File: src/rtl/disparity_search_ctrl.sv
// Block-matching disparity search sequencer: for each candidate disparity it
// clears the SSD accumulators, streams BLOCK row beats, waits DRAIN cycles, then keeps the minimum SSD.
module disparity_search_ctrl #(
   parameter int MAX_DISP = 16,
   parameter int BLOCK    = 6,
   parameter int DRAIN    = 2,
   parameter int X_W      = 9,
   parameter int Y_W      = 9,
   parameter int SSD_W    = 23,
   parameter int D_W      = $clog2(MAX_DISP) + 1
) (
   input  logic             clk_in,
   input  logic             rst_in,
   input  logic             start_in,
   input  logic [X_W-1:0]   left_x_in,
   input  logic [Y_W-1:0]   left_y_in,
   output logic             busy_out,
   output logic [X_W-1:0]   left_x_out,
   output logic [X_W-1:0]   right_x_out,
   output logic [Y_W-1:0]   y_out,
   output logic [2:0]       row_out,
   output logic             ssd_clear_out,
   output logic             ssd_valid_out,
   input  logic [SSD_W-1:0] ssd_in,
   output logic             done_out,
   output logic [D_W-1:0]   disparity_out,
   output logic [SSD_W-1:0] min_ssd_out
);

   typedef enum logic [2:0] {
      S_IDLE, S_CLEAR, S_FEED, S_DRAIN, S_COMPARE, S_DONE
   } state_t;

   localparam int CNT_MAX = (BLOCK > DRAIN) ? BLOCK : DRAIN;
   localparam int CNT_W   = (CNT_MAX < 2) ? 1 : $clog2(CNT_MAX + 1);
   localparam logic [CNT_W-1:0] FEED_LAST  = CNT_W'(BLOCK - 1);
   localparam logic [CNT_W-1:0] DRAIN_LAST = CNT_W'(DRAIN - 1);

   state_t             state_q, state_d;
   logic [CNT_W-1:0]   cnt_q, cnt_d;
   logic [D_W-1:0]     d_q, d_d;
   logic [D_W-1:0]     last_d_q, last_d_d;
   logic [X_W-1:0]     x_q, x_d;
   logic [Y_W-1:0]     y_q, y_d;
   logic [D_W-1:0]     best_d_q, best_d_d;
   logic [SSD_W-1:0]   best_ssd_q, best_ssd_d;

   logic               busy_q, busy_d;
   logic               clr_q, clr_d;
   logic               vld_q, vld_d;
   logic               done_q, done_d;
   logic [2:0]         row_q, row_d;
   logic [X_W-1:0]     lx_q, lx_d;
   logic [X_W-1:0]     rx_q, rx_d;
   logic [Y_W-1:0]     yo_q, yo_d;
   logic [D_W-1:0]     disp_q, disp_d;
   logic [SSD_W-1:0]   min_q, min_d;

   always_comb begin
      state_d    = state_q;
      cnt_d      = cnt_q;
      d_d        = d_q;
      last_d_d   = last_d_q;
      x_d        = x_q;
      y_d        = y_q;
      best_d_d   = best_d_q;
      best_ssd_d = best_ssd_q;
      disp_d     = disp_q;
      min_d      = min_q;

      unique case (state_q)
         S_IDLE: begin
            if (start_in) begin
               x_d   = left_x_in;
               y_d   = left_y_in;
               d_d   = '0;
               cnt_d = '0;
               // Truncate the search at the left image edge so right_x never goes negative.
               if (int'(left_x_in) >= MAX_DISP - 1) last_d_d = D_W'(MAX_DISP - 1);
               else                                 last_d_d = D_W'(left_x_in);
               state_d = S_CLEAR;
            end
         end
         S_CLEAR: begin
            cnt_d   = '0;
            state_d = S_FEED;
         end
         S_FEED: begin
            if (cnt_q == FEED_LAST) begin
               cnt_d   = '0;
               state_d = (DRAIN == 0) ? S_COMPARE : S_DRAIN;
            end else begin
               cnt_d = cnt_q + CNT_W'(1);
            end
         end
         S_DRAIN: begin
            if (cnt_q == DRAIN_LAST) begin
               cnt_d   = '0;
               state_d = S_COMPARE;
            end else begin
               cnt_d = cnt_q + CNT_W'(1);
            end
         end
         S_COMPARE: begin
            if (d_q == '0 || ssd_in < best_ssd_q) begin
               best_d_d   = d_q;
               best_ssd_d = ssd_in;
            end
            if (d_q == last_d_q) begin
               disp_d  = best_d_d;
               min_d   = best_ssd_d;
               state_d = S_DONE;
            end else begin
               d_d     = d_q + D_W'(1);
               state_d = S_CLEAR;
            end
         end
         S_DONE:  state_d = S_IDLE;
         default: state_d = S_IDLE;
      endcase

      // Outputs are decoded from the next state so they are registered yet line up with the state.
      busy_d = (state_d != S_IDLE);
      clr_d  = (state_d == S_CLEAR);
      vld_d  = (state_d == S_FEED);
      done_d = (state_d == S_DONE);
      row_d  = (state_d == S_FEED) ? 3'(cnt_d) : 3'd0;
      yo_d   = y_d + Y_W'(row_d);
      lx_d   = x_d;
      rx_d   = x_d - X_W'(d_d);
   end

   always_ff @(posedge clk_in) begin
      if (rst_in) begin
         state_q    <= S_IDLE;
         cnt_q      <= '0;
         d_q        <= '0;
         last_d_q   <= '0;
         x_q        <= '0;
         y_q        <= '0;
         best_d_q   <= '0;
         best_ssd_q <= '0;
         busy_q     <= 1'b0;
         clr_q      <= 1'b0;
         vld_q      <= 1'b0;
         done_q     <= 1'b0;
         row_q      <= '0;
         lx_q       <= '0;
         rx_q       <= '0;
         yo_q       <= '0;
         disp_q     <= '0;
         min_q      <= '0;
      end else begin
         state_q    <= state_d;
         cnt_q      <= cnt_d;
         d_q        <= d_d;
         last_d_q   <= last_d_d;
         x_q        <= x_d;
         y_q        <= y_d;
         best_d_q   <= best_d_d;
         best_ssd_q <= best_ssd_d;
         busy_q     <= busy_d;
         clr_q      <= clr_d;
         vld_q      <= vld_d;
         done_q     <= done_d;
         row_q      <= row_d;
         lx_q       <= lx_d;
         rx_q       <= rx_d;
         yo_q       <= yo_d;
         disp_q     <= disp_d;
         min_q      <= min_d;
      end
   end

   assign busy_out      = busy_q;
   assign ssd_clear_out = clr_q;
   assign ssd_valid_out = vld_q;
   assign done_out      = done_q;
   assign row_out       = row_q;
   assign left_x_out    = lx_q;
   assign right_x_out   = rx_q;
   assign y_out         = yo_q;
   assign disparity_out = disp_q;
   assign min_ssd_out   = min_q;

endmodule
File: config.mk
export PLATFORM = sky130hd
export DESIGN_NAME = disparity_search_ctrl
export DESIGN_NICKNAME = d
export VERILOG_FILES = /design/src/rtl/disparity_search_ctrl.sv
export SDC_FILE = /design/constraint.sdc
export NUM_CORES = 1
export LEC_CHECK = 0
export ABC_AREA = 0
export BUFFER_PORTS_ARGS = -buffer_cell sky130_fd_sc_hd__buf_2
export CELL_PAD_IN_SITES_DETAIL_PLACEMENT = 1
export CELL_PAD_IN_SITES_GLOBAL_PLACEMENT = 1
export CORE_AREA = 2 2 121 123
export CTS_CLUSTER_DIAMETER = 150
export DETAILED_ROUTE_END_ITERATION = 12
export DIE_AREA = 0 0 123 125
export PLACE_DENSITY_LB_ADDON = 0.1
export SETUP_SLACK_MARGIN = 0.3
export SYNTH_ARGS = -nofsm -noshare
export SYNTH_HDL_FRONTEND = slang
export SYNTH_SLANG_ARGS = --single-unit
File: constraint.sdc
create_clock -name clk_in -period 3.75 [get_ports clk_in]
set_clock_uncertainty 0.15 [all_clocks]
set_input_delay 0.375 -clock clk_in [delete_from_list [all_inputs] [get_ports clk_in]]
set_output_delay 0.375 -clock clk_in [all_outputs]
set_load 0.01 [all_outputs]
After elaboration in Yosys (flattened, before gate mapping)
Cells that the tools add are included.
- add/subtract/negate cells: 4
- $lt $le $gt $ge: 2
- equal/unequal tests: 10
- muxes and demuxes: 20
- reductions and logical operators: 6
- operators by type and width (kind ; count):
    2-to-1 mux 9 bit ; 4
    2-to-1 mux 3 bit ; 8
    less-than comparator 23 bit ; 1
    2-to-1 mux 23 bit ; 1
    2-to-1 mux 5 bit ; 4
    one-hot mux 3 bit (5 select lines) ; 1
    one-hot mux 3 bit (4 select lines) ; 1
    one-hot mux 5 bit (2 select lines) ; 1
    adder 9 x 3 -> 9 bit ; 1
    == test 3 x 1 -> 1 bit (second input constant) ; 3
    == test 3 x 2 -> 1 bit (second input constant) ; 3
    == test 3 bit (second input constant) ; 3
    >= comparator 9 x 4 -> 1 bit (second input constant) ; 1
    subtractor 9 x 5 -> 9 bit ; 1
    adder 5 x 1 -> 5 bit (second input constant) ; 1
    == test 5 bit ; 1
    zero test 5 bit ; 1
    AND reduction 2 bit ; 2
    adder 3 x 1 -> 3 bit (second input constant) ; 1
    zero test 3 bit ; 1
    nonzero test 3 bit ; 1
    logical OR 1 bit ; 1
- flip-flop bits (word level): 115
- input bits: 44
- word-level logic and storage cells: 59

Logic depth before layout (Yosys ltp)
Gate-level depths: netlist (run 1).
- depth in word-level cells: 6
- gate-level depth with buffers: 16
- depth with buffers taken out: 15

Worst setup path after synthesis (run 1)
No wires, ideal clock.
- path type: reg2reg
- start: reg state_q[0]
- end: reg rx_q[6], in the netlist right_x_out[6]
- arrival time: 2986 ps
- required time: 3514 ps
- setup slack: 528 ps
- cell stages (with the launch flop): 15
- clock period less this slack: 3222 ps
- cell sequence: dfxtp_1 -> buf_2 -> nor4b_4 -> buf_4 -> buf_4 -> mux2i_1 -> ha_1 -> inv_1 -> fa_1 -> a21oi_1 -> o21bai_1 -> a211oi_1 -> xor2_1 -> nor2_1 -> a211oi_1
- word-level cells in the longest chain between the ends: 3
- RTL lines (what ; line ; source):
    start: declaration ; 39 ; state_t state_q, state_d;
    start signal: assignment ; 154 ; state_q <= state_d;
    == test 3 bit or zero test 3 bit (tied branches) ; 71 ; unique case (state_q)
    one-hot mux 5 bit (2 select lines) or 2-to-1 mux 9 bit (tied branches) ; 71 ;
    subtractor 9 x 5 -> 9 bit * ; 130 ; rx_d = x_d - X_W'(d_d);
    end signal: assignment ; 168 ; rx_q <= rx_d;
    end: declaration ; 54 ; logic [X_W-1:0] rx_q, rx_d;
Mark *: on every way between the ends. The rest lies on a longest branch, timed or not.
A chain may end at the register's enable or synchronous reset.

Worst setup path after layout (run 1)
- start: reg d_q[1]
- end: reg rx_q[6], in the netlist right_x_out[6]
- word-level cells in the longest chain between the ends: 4
- RTL lines (what ; line ; source):
    start: declaration ; 41 ; logic [D_W-1:0] d_q, d_d;
    start signal: assignment ; 137 ; d_q <= '0;
    start signal: assignment ; 156 ; d_q <= d_d;
    == test 5 bit ; 109 ; if (d_q == last_d_q) begin
    2-to-1 mux 5 bit ; 109 ;
    one-hot mux 5 bit (2 select lines) ; 71 ;
    named net d_d[0] ; 41 ;
    subtractor 9 x 5 -> 9 bit ; 130 ;
The timed path passes the listed nets, and every way through them passes these cells.

==> metrics.yaml, run 1 <==
setup_path:
  cp-start-kind: "flop"
  cp-startpoint: "d_q[1]$_SDFF_PP0_"
  r2r_setup_slack_ps: 540
  arrival_ps: 3390
  endpoint_kind: "flop"
  crit_required_ps: 3930
  timing.rr.end: "right_x_out[6]$_SDFF_PP0_"
  path_class: "flop to flop"
  cp_max_fo: 7
  crit_end: "right_x_out[6]$_SDFF_PP0_"
  timing.rr.start: "d_q[1]$_SDFF_PP0_"
  rr_worst_depth: 14
floorplanning:
  initial_core_util: 0.420
  fp-row-count: 44
  die_area_um2: 15400
  io_pins: 106
  fp.coreArea_um2: 14200
  fp.dieW_um: 123
  fp.dieH_um: 125
yosys:
  synth-xor-area-share: 0.0250
  synthSimpleGateAreaFrac: 0.212
  synth_ff_type: "dfxtp_1"
  ys_warn_count: 0
  ys_types: 60
  seq_area_frac_synth: 0.386
  netlist_area_um2: 5970
  synth_nets: 738
  synth_compound_area_frac: 0.145
  yosys_register_bits: 115
  synth_area_per_cell_um2: 9.07
  syn_inst: 658
  synthAdderAreaFrac: 0.0780
  synth_area_leaders: "dfxtp_1, ha_1, mux2i_1, nand2b_1, nor2_1"
  synth_mux_area_frac: 0.0900
  synth-edff-count: 0
  yosysTopAreaCell: "dfxtp_1"
  synth_top_family_by_area: "simple AND/OR/NAND/NOR gates"
  synth_top_area_share: 0.386
  synthArstFlopShare: 0
global_route:
  overflow: 0
  grt_first_pass_wirelength_um: 25700
  grt_pass1_vias: 5239
  antenna_found_initial: 0
  grt_use_total: 0.213
  grt_max_degree: 119
power_and_ir_drop:
  leakage_nw: 3.01
  irDropWorstVdd_mv: 0.324
  p_per_area_nw_per_um2: 485
drt:
  antenna_left: 0
  vias: 5002
  drc_errors: 0
  first_pass_iters: 4
  drt-initial-drc-count: 274
  drt-wirelength-per-cell_um: 16.4
  viasPerCell: 5.27
  routed_wl_um: 15500
place:
  gp_congestion: 0.797
  portBuffers: 105
  dp_slack_ps: 214
  dp_hpwl_um: 10400
sta:
  fin_crit_sh: 0.856
  maxSlewHeadroom: 0.170
  worst_pin_slew_ps: 1240
  final.min_clock_period_ps: 3210
  setup_violations: 0
  final.setup.tns_ps: 0
  fmax_mhz: 311
  setup_ws_ps: 539
  rsz0062_at_grt: "yes"
  drv_slew: 0
  finalHoldViolations: 0
outcome:
  outcome: "finished, final reports clean"
flow_run:
  cap_violations: 0
hold_path:
  min_path_type: "primary input to flop"
layout:
  layout_commonest_cell: "dfxtp_1"
  final_cell_mix: "dfxtp_1, buf_2, nor2_1, nand2b_1, mux2i_1"
  num_antenna_cells: 0
  drive_gt1_frac: 0.246
  utilization: 0.512
  area.growth.synth_to_final_pct: 22.0
  nNetsFinal: 832
clocking:
  clkTransAtPathRegs_ps: 60
  cts_root_buf: "clkbuf_16"
  clock_latency_ps: 430
  ctsHtreeMaxLevel: 4
  cts_sinks: 115
  clockBufferDepth: 2
  cts_buffers: 17
  cts_tree: "done"
  hold_buffers: 0
-- cells by family (layout without fill, tap and decap cells) --
kind of cell	after synthesis	count (layout)
flops	115	115
mux	52	52
compound gates	125	125
fa+ha+maj	36	36
xor+xnor	17	17
simple gates	237	237
buf+inv	76	183
-- Yosys cell counts, types with 2 or more instances --
cell type	count
a211oi_1	2
dfxtp_1	115
mux2i_1	42
and2_1	8
fa_1	2
buf_2	9
buf_6	4
nand3_1	35
buf_4	6
nand4_1	3
buf_12	2
ha_1	34
nand2_1	28
nor3_1	12
xnor2_1	8
clkbuf_1	21
a21boi_0	2
a21oi_1	22
and3_1	2
nor2b_1	16
a311oi_1	8
a31oi_1	14
o21ai_0	34
a311oi_2	6
xor2_1	9
nor3b_1	2
a21o_1	3
mux2_2	9
or2_2	2
o21ai_1	4
o21bai_1	16
nand2b_1	58
nor2_1	61
inv_1	33
-- layer usage --
metal  up-vias  share of wire  global-route usage
li1       2456              -                   -
met2        79           0.52               0.375
met3        15          0.036              0.0511
met1      2452           0.43               0.246
met5         -              0                   0
met4         0          0.016              0.0809
-- power breakdown --
part	switching (mW)	total, mW	internal, mW
logic	0.217	0.384	0.167
clock network	0.600	1.86	1.26
registers	0.0231	1.29	1.27
total	0.840	3.53	2.69
-- timing repair --
item / in CTS / in global routing
resized for setup: 3 / 8
pin swaps: 0 / 4
setup endpoints to repair: 2 / 4
setup buffers: 0 / 2
-- how the worst min path moves through the flow --
stage               slack (ps)  cells past startpoint                startpoint                         end
floorplan                  300                      2  best_d_q[0]$_SDFFE_PP0N_    best_d_q[0]$_SDFFE_PP0N_
global route                80                      3                 ssd_in[0]  best_ssd_q[0]$_SDFFE_PP0N_
detailed placement         320                      2  best_d_q[0]$_SDFFE_PP0N_    best_d_q[0]$_SDFFE_PP0N_
CTS                         60                      3              left_y_in[8]           y_q[8]$_SDFF_PP0_
finish                      80                      3              left_y_in[8]           y_q[8]$_SDFF_PP0_
global placement           310                      2  best_d_q[1]$_SDFFE_PP0N_    best_d_q[1]$_SDFFE_PP0N_
-- sequential cells by signal (all words and copies together) (netlist names) --
signal         flops
best_d_q           5
row_out            3
y_q                9
min_ssd_out       23
ssd_valid_out      1
d_q                5
disparity_out      5
last_d_q           5
y_out              9
cnt_q              3
busy_out           1
ssd_clear_out      1
state_q            3
done_out           1
right_x_out        9
left_x_out         9
best_ssd_q        23
-- metrics by stage --
stage                     hold WS (ps)  instances  power [mW]  cell area, um^2
after CTS                         61.9        947        3.56             7240
after detailed placement           322        915        1.69             6560
after floorplan                    299        658        1.57             5970
final                             81.2        949        3.53             7280
after global placement             313        915        1.68             6560
after global routing              82.1        949        3.68             7280
-- area by class of cell --
class                           instances  area, um^2
Fill cell                            1673        6930
Multi-Input combinational cell        467        3310
Sequential cell                       115        2310
Timing Repair Buffer                  118         626
Clock buffer                           18         439
Clock inverter                         14         234
Tap cell                              184         230
Inverter                               33         124
-- critical path, stage by stage (launching register included) --
cell and delay [ps]:
dfxtp_4 370, xor2_1 180, nor4_4 350, nand2_2 150, mux2_4 220, a22o_1 140
ha_1 170, inv_1 50, fa_1 410, a21oi_2 170, o21bai_2 100, a211oi_2 230
xor2_1 170, nor2_1 50, a211oi_1 190
Power figures use the tool's default switching activity.
==> inputs of run 2 (changes only) <==
- clock period: 3.75 -> 3.34 ns (I/O delays scaled with it)
==> metrics.yaml, run 2 (synthesized netlist as in run 1, its figures left out) <==
power_and_ir_drop:
  irDropWorstVdd_mv: 0.355  # +9.6%
  leakage_nw: 3.07  # +2.1%
  p_per_area_nw_per_um2: 505  # +4.0%
place:
  portBuffers: 105  # unchanged
  dp_hpwl_um: 10700  # +2.8%
  gp_congestion: 0.791  # -0.82%
  dp_slack_ps: 72.0  # -141 ps
  place_area_um2: 6640  # +1.2%
  dp.cells: 922  # +0.77%
sta:
  fin_crit_sh: 0.934  # +0.0782
  setup_ws_ps: 219  # -320 ps
  final.setup.tns_ps: 0  # unchanged
  maxSlewHeadroom: 0.461  # +0.291
  final.min_clock_period_ps: 3120  # -89.9 ps
  setup_violations: 0  # unchanged
  rsz0062_at_grt: "yes"
  drv_slew: 0  # unchanged
  fmax_mhz: 320  # +2.9%
  worst_pin_slew_ps: 809  # -431 ps
  finalHoldViolations: 0  # unchanged
global_route:
  overflow: 0  # unchanged
  grt_pass1_vias: 5214  # -0.48%
  grt_use_total: 0.211  # -0.00154
  grt_max_degree: 95  # -20%
  grt_first_pass_wirelength_um: 25700  # unchanged
  antenna_found_initial: 0  # unchanged
drt:
  drt-initial-drc-count: 204  # -26%
  first_pass_iters: 4  # unchanged
  vias: 5098  # +1.9%
  drc_errors: 0  # unchanged
  viasPerCell: 5.27  # about the same
  routed_wl_um: 15800  # +1.9%
  antenna_left: 0  # unchanged
  drt-wirelength-per-cell_um: 16.4  # about the same
clocking:
  ctsHtreeMaxLevel: 4  # unchanged
  hold_buffers: 0  # unchanged
  clockBufferDepth: 2  # unchanged
  cts_buffers: 17  # unchanged
  cts_tree: "done"
  cts_sinks: 115  # unchanged
  clock_latency_ps: 420  # about the same
  cts_root_buf: "clkbuf_16"
  clkTransAtPathRegs_ps: 50  # about the same
layout:
  layout_commonest_cell: "dfxtp_1"
  final_cell_mix: "dfxtp_1, buf_2, nor2_1, nand2b_1, mux2i_1"
  nNetsFinal: 850  # +2.2%
  drive_gt1_frac: 0.277  # +0.0314
  area.growth.synth_to_final_pct: 24.3
  stdcell_area_um2: 7410  # +1.9%
  fillers: 1669  # -0.24%
  instances_no_fill: 967  # +1.9%
  num_antenna_cells: 0  # unchanged
floorplanning:
  die_area_um2: 15400  # unchanged
  fp.dieH_um: 125  # unchanged
  fp.dieW_um: 123  # unchanged
  fp-row-count: 44  # unchanged
  fp.coreArea_um2: 14200  # unchanged
  io_pins: 106  # unchanged
  initial_core_util: 0.420  # unchanged
setup_path:
  crit_required_ps: 3530  # -400 ps
  path_class: "flop to flop"
  cp-start-kind: "flop"
  cp_max_fo: 3  # -4
  endpoint_kind: "flop"
  arrival_ps: 3310  # -80 ps
hold_path:
  min_path_type: "primary input to flop"
flow_run:
  cap_violations: 0  # unchanged
outcome:
  outcome: "finished, final reports clean"
## run 2: cell types whose count changed in the layout (fill, tap and decap cells not counted), sizes merged
cell,before,now
bufinv,6,2
clkbuf,18,23
buf,118,136
clkinvlp,4,3
## run 2: repair_timing
| action | 4_1_cts | 5_1_grt |
|---|---|---|
| gates cloned | 0 | 0 |
| pin swaps | 9 | 10 |
| resized for setup | 7 | 18 |
| hold endpoints to repair | 0 | 0 |
| buffers inserted | 8 | 5 |
| setup endpoints to repair | 4 | 25 |
## run 2: worst max-delay path, stage by stage (launching register included)
cell and delay (ps):
dfxtp_2 330, xor2_2 180, nor4_4 330, nand2_2 120, mux2_4 220, a22o_1 180, ha_2 210, inv_2 40
fa_2 390, a21oi_2 180, o21bai_4 90, a211oi_2 220, xor2_1 170, nor2_1 60, a211oi_1 150
## run 2: through the flow
stage,utilization,hold slack (ps),power [mW]
after CTS,0.515,35.2,3.76
final,0.522,48.2,3.74
after floorplan,-,299,1.76
after global placement,0.468,309,1.89
after global routing,0.522,44.5,3.90
after detailed placement,0.468,322,1.90
## run 2: layout make-up
cell class                 count  area [um^2]  area share
multi-input combinational    467         3390       0.457
sequential                   115         2310       0.311
timing repair buffer         136          773       0.104
clock buffer                  23          488      0.0658
tap                          184          230      0.0310
inverter                      33          124      0.0167
clock inverter                 9          103      0.0138
## run 2: path summary, 6_finish.rpt
check	start	endpoint	slack, ps	depth (start not counted)
max reg2reg	last_d_q[4]$_SDFFE_PP0P_	right_x_out[6]$_SDFF_PP0_	220	14
max	last_d_q[4]$_SDFFE_PP0P_	right_x_out[6]$_SDFF_PP0_	220	14
min reg2reg	best_d_q[3]$_SDFFE_PP0N_	best_d_q[3]$_SDFFE_PP0N_	330	2
min	ssd_in[0]	best_ssd_q[0]$_SDFFE_PP0N_	50	3
## run 2: layer usage
metal,global-route usage,up-vias,wire length [um]
li1,-,2496,-
met1,0.253,2477,6720
met2,0.366,101,8180
met3,0.0502,24,661
met4,0.0729,0,274
met5,0,-,0
## run 2: power breakdown
| part | internal, mW | leakage, nW | switching, mW | total [mW] |
|---|---|---|---|---|
| clock | 1.17 | 0.285 | 0.650 | 1.82 |
| combinational | 0.212 | 1.85 | 0.257 | 0.469 |
| sequential | 1.42 | 0.936 | 0.0272 | 1.45 |
==> inputs of run 3 (changes only) <==
- SETUP_SLACK_MARGIN: 0.3 -> 0.4
==> metrics.yaml, run 3 (synthesized netlist as in run 1, its figures left out) <==
drt:
  vias: 5082  # -0.31%
  routed_wl_um: 16400  # +3.7%
  drt-initial-drc-count: 252  # +24%
  drt-wirelength-per-cell_um: 17.0  # +3.8%
  drc_errors: 0  # unchanged
  first_pass_iters: 4  # unchanged
  antenna_left: 0  # unchanged
  viasPerCell: 5.26  # -0.21%
power_and_ir_drop:
  comb_power_share: 0.118  # -0.008
  p_int_mw: 3.11  # +11%
  leakage_nw: 3.11  # +1.3%
  irDropWorstVdd_mv: 0.328  # -7.6%
  pwr-share-seq: 0.357  # -0.031
  p_sw_uw: 952  # +1.8%
  clock_power_share: 0.525  # +0.038
  p_per_area_nw_per_um2: 540  # +7.1%
  swShare: 0.235  # -0.0154
hold_path:
  hp-start: "ssd_in[5]"
  min_path_type: "primary input to flop"
  holdPathEnd: "best_ssd_q[5]$_SDFFE_PP0N_"
  whs_path_depth: 3  # unchanged
layout:
  final_cell_mix: "dfxtp_1, buf_2, nor2_1, nand2b_1, mux2i_1"
  area.growth.synth_to_final_pct: 25.9
  instances_no_fill: 966  # -0.10%
  nNetsFinal: 849  # -0.12%
  num_antenna_cells: 0  # unchanged
  layout_commonest_cell: "dfxtp_1"
  drive_gt1_frac: 0.288  # +0.0106
  fillers: 1686  # +1.0%
clocking:
  cts_buffers: 17  # unchanged
  cts_tree: "done"
  clkTransAtPathRegs_ps: 50  # about the same
  ctsHtreeMaxLevel: 4  # unchanged
  clock_latency_ps: 410  # about the same
  clockBufferDepth: 2  # unchanged
  cts_root_buf: "clkbuf_16"
  cts_sinks: 115  # unchanged
setup_path:
  crit_buf_inv: 1  # unchanged
  arrival_ps: 3250  # -60 ps
  path_class: "flop to flop"
  critical-path-top-delay-family: "compound AO/OA/AOI/OAI gates"
  cp_max_fo: 3  # unchanged
  rr_worst_depth: 14  # unchanged
  cp-start-kind: "flop"
  endpoint_kind: "flop"
  timing.rr.end: "right_x_out[6]$_SDFF_PP0_"
  crit_path_top_delay_cell: "fa_2"
  timing.rr.start: "last_d_q[4]$_SDFFE_PP0P_"
  crit_chain: "xor2_2 -> nor4_4 -> nand2_2 -> mux2_4 -> a22o_1 -> ha_2 -> inv_2 -> fa_2 -> a21oi_2 -> o21bai_2 -> a211oi_2 -> xor2_1 -> nor2_1 -> a211oi_1"
  r2r_setup_slack_ps: 260  # +40 ps
  crit_required_ps: 3520  # about the same
  slowest_delay_ps: 390  # about the same
place:
  dp.cells: 925  # +0.33%
  portBuffers: 105  # unchanged
  gp_congestion: 0.835  # +5.6%
  dp_hpwl_um: 10600  # -1.2%
sta:
  fmax_mhz: 325  # +1.4%
  fin_crit_sh: 0.921  # -0.0133
  setup_violations: 0  # unchanged
  maxSlewHeadroom: 0.393  # -0.0675
  finalHoldViolations: 0  # unchanged
  final.setup.tns_ps: 0  # unchanged
  drv_slew: 0  # unchanged
  final.min_clock_period_ps: 3080  # -44.3 ps
  rsz0062_at_grt: "yes"
  worst_pin_slew_ps: 910  # +101 ps
global_route:
  grt_first_pass_wirelength_um: 26900  # +4.8%
  grt_max_degree: 95  # unchanged
  grt_pass1_vias: 5415  # +3.9%
  grt_use_total: 0.220  # +0.00917
  overflow: 0  # unchanged
  antenna_found_initial: 0  # unchanged
outcome:
  outcome: "finished, final reports clean"
floorplanning:
  die_area_um2: 15400  # unchanged
  fp.dieH_um: 125  # unchanged
  fp.dieW_um: 123  # unchanged
  fp.coreArea_um2: 14200  # unchanged
  io_pins: 106  # unchanged
  initial_core_util: 0.420  # unchanged
  fp-row-count: 44  # unchanged
flow_run:
  cap_violations: 0  # unchanged
[run 3: cell types whose count changed in the layout (fill, tap and decap cells not counted), sizes merged]
cell    delta
clkinv     +1
clkbuf     -6
buf        -1
bufinv     +5
[run 3: worst max-delay path by stage]
stage | cells after the start | startpoint | end
after global routing | 14 | last_d_q[4]$_SDFFE_PP0P_ | right_x_out[8]$_SDFF_PP0_
after CTS | 14 | d_q[2]$_SDFF_PP0_ | right_x_out[6]$_SDFF_PP0_
after global placement | 14 | last_d_q[4]$_SDFFE_PP0P_ | right_x_out[6]$_SDFF_PP0_
after detailed placement | 14 | last_d_q[4]$_SDFFE_PP0P_ | right_x_out[6]$_SDFF_PP0_
final | 14 | last_d_q[4]$_SDFFE_PP0P_ | right_x_out[6]$_SDFF_PP0_
after floorplan | 14 | state_q[0]$_SDFF_PP0_ | right_x_out[6]$_SDFF_PP0_
[run 3: power groups by stage]
stage               logic (mW)  clock network (mW)  registers (mW)
global placement         0.421                   0            1.48
finish                   0.477                2.13            1.45
CTS                      0.453                2.17            1.45
detailed placement       0.432                   0            1.48
global route             0.529                2.23            1.45
floorplan                0.279                   0            1.49
[run 3: through the flow]
stage	hold WS, ps	total power [mW]	util	instance area [um^2]	setup WS [ps]
floorplan	299	1.77	-	6000	346
global placement	309	1.90	0.469	6660	295
detailed placement	326	1.91	0.469	6660	219
CTS	46.5	4.07	0.521	7390	245
global route	53.3	4.22	0.529	7510	119
finish	59.0	4.06	0.529	7510	263
[run 3: final cells by class]
class,count,area (um^2),area share
tap,184,230,0.0306
sequential,115,2310,0.307
clock buffer,17,425,0.0566
clock inverter,15,262,0.0348
multi-input combinational,467,3400,0.453
timing repair buffer,135,761,0.101
inverter,33,124,0.0165
[run 3: layer usage]
| metal | wire (um) | GRT usage | part of all wire |
|---|---|---|---|
| met5 | 0 | 0 | 0 |
| met3 | 674 | 0.0557 | 0.041 |
| met2 | 8810 | 0.395 | 0.54 |
| met1 | 6800 | 0.258 | 0.41 |
| met4 | 137 | 0.0595 | 0.0083 |
[run 3: worst register-to-register path, cell delays in order (launching register included)]
cell and delay, ps:
dfxtp_2 330, xor2_2 190, nor4_4 350, nand2_2 130, mux2_4 210, a22o_1 140
ha_2 200, inv_2 40, fa_2 390, a21oi_2 150, o21bai_2 100, a211oi_2 220
xor2_1 160, nor2_1 50, a211oi_1 160
[run 3: timing repair]
action | CTS | global route
hold buffers | 0 | 0
setup buffers | 4 | 5
setup endpoints to repair | 5 | 31
gates resized for setup | 6 | 23
pin swaps | 11 | 14
